--- src/rtl/demux_1to3_pkg.sv ---
// Shared encodings and constants for the 1-to-3 demultiplexer.
// The optional DEMUX_1TO3_CNT_EN build adds per-port delivery counters of width CNT_W.
package demux_1to3_pkg;

    typedef logic [1:0] sel_t;

    localparam sel_t SEL_P0 = 2'b00;
    localparam sel_t SEL_P1 = 2'b01;
    localparam sel_t SEL_P2 = 2'b10;

    localparam int CNT_W = 16;

    // 2'b11 folds onto port2 so every select value addresses exactly one port.
    function automatic logic [2:0] port_hit(input sel_t sel);
        logic [2:0] hit;
        hit = 3'b100;
        case (sel)
            SEL_P0:  hit = 3'b001;
            SEL_P1:  hit = 3'b010;
            default: hit = 3'b100;
        endcase
        return hit;
    endfunction

endpackage

--- src/rtl/demux_slot.sv ---
// One-entry output buffer: data register plus full flag, refillable on the same edge it drains.
// With DEMUX_1TO3_CNT_EN defined it also counts its own transfers out (wrapping).
module demux_slot
    import demux_1to3_pkg::*;
#(
    parameter int width = 32
) (
    input  logic             clk,
    input  logic             rst_n,
    input  logic             push,
    input  logic [width-1:0] wdata,
    input  logic             take,
    output logic [width-1:0] data,
    output logic             full,
    output logic             open
`ifdef DEMUX_1TO3_CNT_EN
    ,
    output logic [CNT_W-1:0] cnt
`endif
);

    logic drain;

    assign drain = full && take;
    assign open  = !full || take;

    always_ff @(posedge clk or negedge rst_n) begin
        if (!rst_n) begin
            full <= 1'b0;
            data <= '0;
        end else if (push) begin
            full <= 1'b1;
            data <= wdata;
        end else if (drain) begin
            full <= 1'b0;
        end
    end

`ifdef DEMUX_1TO3_CNT_EN
    always_ff @(posedge clk or negedge rst_n) begin
        if (!rst_n) begin
            cnt <= '0;
        end else if (drain) begin
            cnt <= cnt + 1'b1;
        end
    end
`endif

endmodule

--- src/rtl/demux_1to3.sv ---
// 1-to-3 valid/ready demultiplexer: select decode and upstream ready over three demux_slot buffers.
// Define DEMUX_1TO3_CNT_EN to expose the per-port 16-bit delivery counters cnt0_o..cnt2_o.
module demux_1to3
    import demux_1to3_pkg::*;
#(
    parameter int size = 32
) (
    input  logic            clk_i,
    input  logic            rst_i,
    input  logic [size-1:0] data_i,
    input  logic [1:0]      select_i,
    input  logic            valid_i,
    output logic            ready_o,
    output logic [size-1:0] data0_o,
    output logic [size-1:0] data1_o,
    output logic [size-1:0] data2_o,
    output logic            valid0_o,
    output logic            valid1_o,
    output logic            valid2_o,
    input  logic            ready0_i,
    input  logic            ready1_i,
    input  logic            ready2_i
`ifdef DEMUX_1TO3_CNT_EN
    ,
    output logic [CNT_W-1:0] cnt0_o,
    output logic [CNT_W-1:0] cnt1_o,
    output logic [CNT_W-1:0] cnt2_o
`endif
);

    logic [2:0] hit;
    logic [2:0] open;
    logic [2:0] push;
    logic       accept;

    assign hit = port_hit(select_i);

    // Gating with rst_i keeps ready_o low throughout reset regardless of slot state.
    assign ready_o = rst_i && |(hit & open);
    assign accept  = valid_i && ready_o;
    assign push    = hit & {3{accept}};

    demux_slot #(.width(size)) u_slot0 (
        .clk   (clk_i),
        .rst_n (rst_i),
        .push  (push[0]),
        .wdata (data_i),
        .take  (ready0_i),
        .data  (data0_o),
        .full  (valid0_o),
        .open  (open[0])
`ifdef DEMUX_1TO3_CNT_EN
        ,
        .cnt   (cnt0_o)
`endif
    );

    demux_slot #(.width(size)) u_slot1 (
        .clk   (clk_i),
        .rst_n (rst_i),
        .push  (push[1]),
        .wdata (data_i),
        .take  (ready1_i),
        .data  (data1_o),
        .full  (valid1_o),
        .open  (open[1])
`ifdef DEMUX_1TO3_CNT_EN
        ,
        .cnt   (cnt1_o)
`endif
    );

    demux_slot #(.width(size)) u_slot2 (
        .clk   (clk_i),
        .rst_n (rst_i),
        .push  (push[2]),
        .wdata (data_i),
        .take  (ready2_i),
        .data  (data2_o),
        .full  (valid2_o),
        .open  (open[2])
`ifdef DEMUX_1TO3_CNT_EN
        ,
        .cnt   (cnt2_o)
`endif
    );

endmodule

--- config.mk ---
export PLATFORM = sky130hd
export DESIGN_NAME = demux_1to3
export DESIGN_NICKNAME = d
export VERILOG_FILES = /design/src/rtl/demux_1to3_pkg.sv /design/src/rtl/demux_slot.sv /design/src/rtl/demux_1to3.sv
export SDC_FILE = /design/constraint.sdc
export NUM_CORES = 1
export LEC_CHECK = 0
export CAP_MARGIN = 15
export CORE_ASPECT_RATIO = 0.75
export CORE_UTILIZATION = 45
export CTS_CLUSTER_DIAMETER = 120
export DETAILED_ROUTE_END_ITERATION = 12
export GPL_TIMING_DRIVEN = 0
export HOLD_SLACK_MARGIN = 0.12
export PLACE_DENSITY = 0.9
export SLEW_MARGIN = 20
export SYNTH_ARGS = -nofsm -noshare
export SYNTH_HDL_FRONTEND = slang
export SYNTH_HIERARCHICAL = 1
export SYNTH_SLANG_ARGS = --single-unit
--- constraint.sdc ---
create_clock -name clk_i -period 1.7 [get_ports clk_i]
set_input_delay 0.51 -clock clk_i [delete_from_list [all_inputs] [get_ports clk_i]]
set_output_delay 0.51 -clock clk_i [all_outputs]
set_load 0.01 [all_outputs]
==> key figures, run 1 <==
Yosys
  • EDFF count, synth: 0
  • Post-Synth Simple-Gate Area: 1.73%
  • Compound-cell area share of the yosys netlist: 0.239%
  • Post-Synth Adder-Cell Area: 0%
  • Top cells by count, synth: dfrtp_1 (99), mux2_4 (87), buf_12 (9), mux2_2 (9), nand2b_1 (7)
  • Synth Warn #: 6
  • Largest cells by area after synthesis: dfrtp_1 (59%), mux2_4 (31%), buf_12 (4.3%)
  • Mapped Nets: 262
  • Count leader, synth: dfrtp_1
  • Library cells used by synthesis: 12
  • Mapped Cells: 222
  • XOR/XNOR Fraction of Synth Area: 0%
  • Syn avg cell area: 18.9 µm²
  • Most area-hungry cell type in the Yosys netlist: dfrtp_1
  • Mapped cell area: 4190 µm²
  • Ys flop type: dfrtp_1
  • Async set or reset register ratio after synthesis: 100%
  • Largest family of logic cells by synthesized area: multiplexers
  • Post-synthesis register bit count: 99
  • Mux contribution to synthesized area: 33.8%
  • Share of the synthesized area in the top cell type: 59.1%
  • Post-synthesis sequential area ratio: 59.1%

Routing
  • Post-DR wirelength/cell: 18.4 µm
  • Vias: 2462
  • First drt pass iteration count: 6
  • DRT iter0 DRCs: 67
  • DRT Wirelength: 9560 µm
  • Post-route ant nets: 0
  • Number of vias per cell: 4.74
  • DRC Markers: 0

STA
  • Final period util: 112%
  • Hold WS: 135 ps
  • Final setup fails: 1
  • Final-report hold violation count: 0
  • Setup Skew: 2.09 ps
  • RSZ-0062 raised after global routing: true
  • Crit path time final: 1900 ps
  • Slew margin rel.: 55.1%
  • TNS Setup: -203 ps
  • Slew Viols, Final: 0
  • Fmax achieved: 0.526 GHz
  • Final setup margin: -203 ps
  • Worst slew pin tran: 672 ps

Placed design
  • Setup WS pre-CTS: -899 ps
  • Placed cell areas: 5770 µm²
  • GP Congestion: 0.734
  • PortBufs: 139
  • DP HPWL: 6470 µm
  • Placed instance count: 490

Clock network
  • Depth of the CTS H-tree: 3
  • Max clock buf depth: 2
  • Clk sinks: 99
  • CTS tree: yes
  • Clk Latency, worst-skew pair: 330 ps
  • Clk pin slew, worst setup/hold paths: 60 ps
  • CTS Root Cell: clkbuf_16
  • Clock buffer count from CTS: 9

Power and ir drop
  • PD cells: 1180 nW/µm²
  • Leakage power: 3.00 nW
  • Peak supply drop: 550 µV

Setup path
  • CP peak stage delay: 390 ps
  • R2R depth: 6
  • Setup crit start kind: flop
  • Critical Path RT: 1190 ps
  • Crit path max fanout: 3
  • Slowest-stage cell, CP: dfrtp_1
  • Crit path capture type: primary output
  • Type of the worst setup path: reg2out
  • CP arrival: 1390 ps
  • Crit-path cells: nand2b_4 > mux2_4 > o211a_1 > buf_6

Layout
  • Area growth syn-to-layout: 47.1%
  • Non-Filler Instances: 519
  • Antenna Diode Count: 0
  • Nets: 427
  • Multi-input gate area: 1560 µm²
  • Register area: 2480 µm²
  • Layout fillers: 690
  • Final Instance Area: 6170 µm²
  • Layout cells sized above 1: 38.6%

Worst hold path
  • Hold WC Path Type: in2async

Global route
  • Initial antenna violation count: 0
  • Largest net degree at the start of global routing: 44
  • Vias in the first global route: 2740
  • Gr usage total: 21.0%
  • Grt ovf: 0
  • Global-route wire length before repair: 15400 µm

Run status
  • Outcome: finished with violations
  • Failing checks: negative setup slack

Die
  • Die Area: 9710 µm²
  • Initial core utilization: 46.3%
  • I/O pin total: 140
  • Die width: 113 µm
  • Vert. Die Dim: 85.6 µm
  • # rows: 30
  • Core Area: 9050 µm²

Run
  • Max-Cap Viols: 0
-- power breakdown --
part,internal [mW],switching (mW),leakage (nW)
sequential,2.87,0.304,1.19
combinational,1.28,0.774,1.67
clock,1.21,0.827,0.144
-- routing by layer --
layer	wire length (µm)	GRT usage, %	vias up
met4	61	4.67	0
met3	578	7.21	7
met1	4240	26.6	1270
met2	4680	35.0	79
met5	0	0	-
li1	-	-	1106
-- timing repair --
| action | 4_1_cts | 5_1_grt |
|---|---|---|
| hold endpoints to repair | 15 | 0 |
| cloned | 2 | 1 |
| hold buffers | 1 | 0 |
| resized for setup | 118 | 8 |
| setup endpoints to repair | 198 | 63 |
| setup buffers | 3 | 7 |
| pin swaps | 1 | 3 |
-- worst max-delay path, delay by kind of cell (launching register included) --
kind	cells	cell delay, ps
AO/OA/AOI/OAI	1	220
buffers and inverters	1	120
flip-flops	1	390
multiplexers	1	260
AND/OR/NAND/NOR	1	70
-- cells by family (layout without fill, tap and decap cells) --
group | after synthesis | count (layout)
AO/OA/AOI/OAI | 1 | 1
buffers and inverters | 12 | 181
flip-flops | 99 | 99
multiplexers | 97 | 97
AND/OR/NAND/NOR | 13 | 13
-- per-stage QoR --
stage	util, %	total power [mW]
after global placement	63.5	5.52
after floorplan	-	4.22
after global routing	68.2	7.61
final	68.2	7.27
after CTS	67.1	7.33
after detailed placement	63.8	5.62
-- registers in the layout, indices dropped and copies added, names as in the netlist --
register	flops
u_slot2/data	32
u_slot1/data	32
u_slot2/full	1
u_slot0/data	32
u_slot1/full	1
u_slot0/full	1
-- cells in the final DEF (no fill, tap or decap), drive strengths merged, types with 2 or more instances in the layout --
cell type      count
buf               28
dlygate4sd2      100
dfrtp             99
nand2b             7
clkbuf            13
clkdlybuf4s50     32
nand2              3
clkinvlp           2
mux2              97
bufbuf             2
-- worst paths after layout --
kind	startpoint	to	slack, ps
max	u_slot0/full	ready_o	-200
min	rst_i	u_slot1/data[5]	130
max reg2reg	u_slot0/full	u_slot0/data[15]	90
min reg2reg	u_slot1/data[11]	u_slot1/data[11]	500
max in group asynchronous	rst_i	u_slot1/data[11]	470
min in group clk_i	u_slot1/data[11]	u_slot1/data[11]	500
-- layout make-up --
type                       instances  area share (%)
timing repair buffer             154            23.6
clock inverter                     4           0.811
clock buffer                      11            4.10
buffer                            12            3.47
tap                              128            2.60
sequential                        99            40.2
multi-input combinational        111            25.3
Note: power is estimated with default switching activity, not from simulation.
==> run 2, diff against run 1 <==
- CORE_UTILIZATION: 45 -> 44
- PLACE_DENSITY: 0.9 -> 0.91
- RECOVER_POWER: not set -> 100
- SYNTH_HIERARCHICAL: 1 -> not set
==> key figures, run 2 <==
Layout
  • Nets: 428
  • Largest regs: u_slot0.data x32, u_slot1.data x32, u_slot2.data x32
  • Multi-input gate area: 1210 µm²
  • Antenna Diode Count: 0
  • Area growth syn-to-layout: 49.7%
  • Layout fillers: 574
  • Most frequent cells in the layout: dlygate4sd2_1 (101), dfrtp_1 (99), mux2_2 (91)
  • Non-Filler Instances: 498
  • Register area: 2480 µm²
  • Most common cell after layout, fill and taps aside: dlygate4sd2_1
  • Layout cells sized above 1: 35.6%

Global route
  • Largest net degree at the start of global routing: 28
  • Met3 global-route usage: 6.11%
  • Global-route wire length before repair: 14600 µm
  • Grt ovf: 0
  • Initial antenna violation count: 0
  • Global routing met1 resource utilization: 28.7%
  • Vias in the first global route: 2672
  • GR Util met2: 38.1%
  • Busiest grt layer: met2
  • Gr usage total: 22.3%

Placed design
  • GP Congestion: 0.793
  • DP HPWL: 6170 µm
  • Placed instance count: 466
  • PortBufs: 139

Clock network
  • Clk sinks: 99
  • Clock buffer count from CTS: 9
  • CTS Root Cell: clkbuf_16
  • Max clock buf depth: 2
  • Clk pin slew, worst setup/hold paths: 60 ps
  • CTS tree: yes
  • Clk Latency, worst-skew pair: 320 ps
  • Depth of the CTS H-tree: 3

Die
  • Vert. Die Dim: 81.9 µm
  • # rows: 28
  • I/O pin total: 140
  • Core Area: 8060 µm²
  • Die Area: 8890 µm²
  • Die width: 109 µm
  • Initial core utilization: 46.5%

STA
  • Slew margin rel.: 9.12%
  • Final-report hold violation count: 0
  • Setup Skew: 4.56 ps
  • Fmax achieved: 0.509 GHz
  • Worst slew pin tran: 1360 ps
  • Final setup margin: -264 ps
  • Hold WS: 461 ps
  • Final setup fails: 87
  • TNS Setup: -6920 ps
  • Crit path time final: 1960 ps
  • Slew Viols, Final: 0
  • RSZ-0062 raised after global routing: true
  • Final period util: 116%

Setup path
  • Slowest-stage cell, CP: or3b_4
  • Crit path capture type: primary output
  • Crit path max fanout: 2
  • Setup crit start kind: input port
  • Startpoint of the worst register-to-register path: u_slot0.full
  • Crit-path cells: clkdlybuf4s15_2 > or3b_4 > a21oi_4 > a311oi_2 > buf_2
  • RR Endpoint: u_slot0.data[15]
  • R2R depth: 5
  • R2r setup slk: 40 ps
  • CP peak stage delay: 390 ps
  • Critical Path RT: 1190 ps
  • Type of the worst setup path: in2out
  • CP arrival: 1450 ps

Routing
  • Post-route ant nets: 0
  • Number of vias per cell: 4.95
  • DRT Wirelength: 9390 µm
  • DRC Markers: 0
  • First drt pass iteration count: 4
  • Post-DR wirelength/cell: 18.9 µm
  • DRT iter0 DRCs: 67
  • Vias: 2467

Yosys
  • EDFF count, synth: 0
  • Syn avg cell area: 17.0 µm²
  • Mapped cell area: 3750 µm²
  • Largest cells by area after synthesis: dfrtp_1 (66%), mux2_2 (28%), buf_6 (0.90%)
  • Share of the synthesized area in the top cell type: 66.1%
  • Async set or reset register ratio after synthesis: 100%
  • Count leader, synth: dfrtp_1
  • Post-synthesis sequential area ratio: 66.1%
  • Mapped Nets: 261
  • Post-synthesis register bit count: 99
  • Most area-hungry cell type in the Yosys netlist: dfrtp_1
  • Synth Warn #: 0
  • Top cells by count, synth: dfrtp_1 (99), mux2_2 (94)
  • Library cells used by synthesis: 20
  • Mapped Cells: 221
  • Ys flop type: dfrtp_1

Worst hold path
  • Hold WC Path Type: in2async

Run
  • Max-Cap Viols: 0

Power and ir drop
  • Peak supply drop: 794 µV
  • PD cells: 1220 nW/µm²
  • Leakage power: 2.62 nW

Run status
  • Failing checks: negative setup slack
  • Outcome: finished with violations
## run 2: cell types whose count changed in the layout (fill, tap and decap cells not counted), moves of 3 or more
cell      change
mux2_4       -85
mux2_2       +82
buf_12        -8
clkbuf_1      +8
nand2b_4      -4
inv_1         +3
## run 2: repair_timing
item                                    CTS  global route
endpoints found under the setup margin  198            48
buffers inserted                         11             1
cloned                                    6             0
hold buffers                              1             0
hold endpoints to repair                 13             0
pin swaps                                 3             1
gates resized for setup                 130            14
## run 2: logic make-up (layout without fill, tap and decap cells)
group / after synthesis / in the layout / synth area share, %
DFF: 99 / 99 / 66.1
buffers and inverters: 12 / 184 / 2.20
AOI/OAI and AO/OA: 4 / 4 / 0.634
muxes: 96 / 96 / 28.8
and+or+nand+nor: 10 / 10 / 2.20
## run 2: through the flow
step	utilization [%]	cell area [µm²]	worst slack, ps	power [mW]
floorplan	-	3750	10.0	3.90
global placement	65.4	5270	-4320	5.16
detailed placement	65.8	5300	-1040	5.26
CTS	71.4	5750	-210	6.95
global route	69.6	5610	-319	7.18
finish	69.6	5610	-264	6.85
## run 2: power by group
part / internal [mW] / total (mW) / switching (mW) / leakage [nW]
Sequential: 2.87 / 3.13 / 0.260 / 1.19
Combinational: 0.981 / 1.73 / 0.751 / 1.30
Clock: 1.18 / 1.99 / 0.806 / 0.139
Total: 5.03 / 6.85 / 1.82 / 2.62
## run 2: worst max-delay path: cells and delay by family
kind	cells	cell delay, ps
AO/OA/AOI/OAI	2	210
buffers and inverters	2	350
AND/OR/NAND/NOR	1	390
## run 2: worst max-delay path by stage
stage	start	endpoint	slack, ps	cells past startpoint
6_report	ready0_i	ready_o	-260	5
5_1_grt	u_slot0.full	ready_o	-320	4
4_1_cts	u_slot0.full	ready_o	-210	4
3_5_place_dp	select_i[0]	ready_o	-1040	5
3_3_place_gp	rst_i	u_slot0.data[26]	-4320	5
2_1_floorplan	select_i[1]	u_slot0.data[0]	10	4
## run 2: cell type report
class                      instances  share of cell area (%)
buffer                             7                    1.12
clock buffer                      12                    4.39
clock inverter                     4                   0.892
inverter                           3                   0.201
multi-input combinational        110                    21.6
sequential                        99                    44.2
tap                              105                    2.34
timing repair buffer             158                    25.3
## run 2: layer usage
layer / share of wire, % / wire length, µm / up-vias
li1: - / - / 1118
met1: 42 / 3910 / 1256
met2: 51 / 4830 / 85
met3: 6.0 / 565 / 8
met4: 0.84 / 79 / 0
met5: 0 / 0 / -
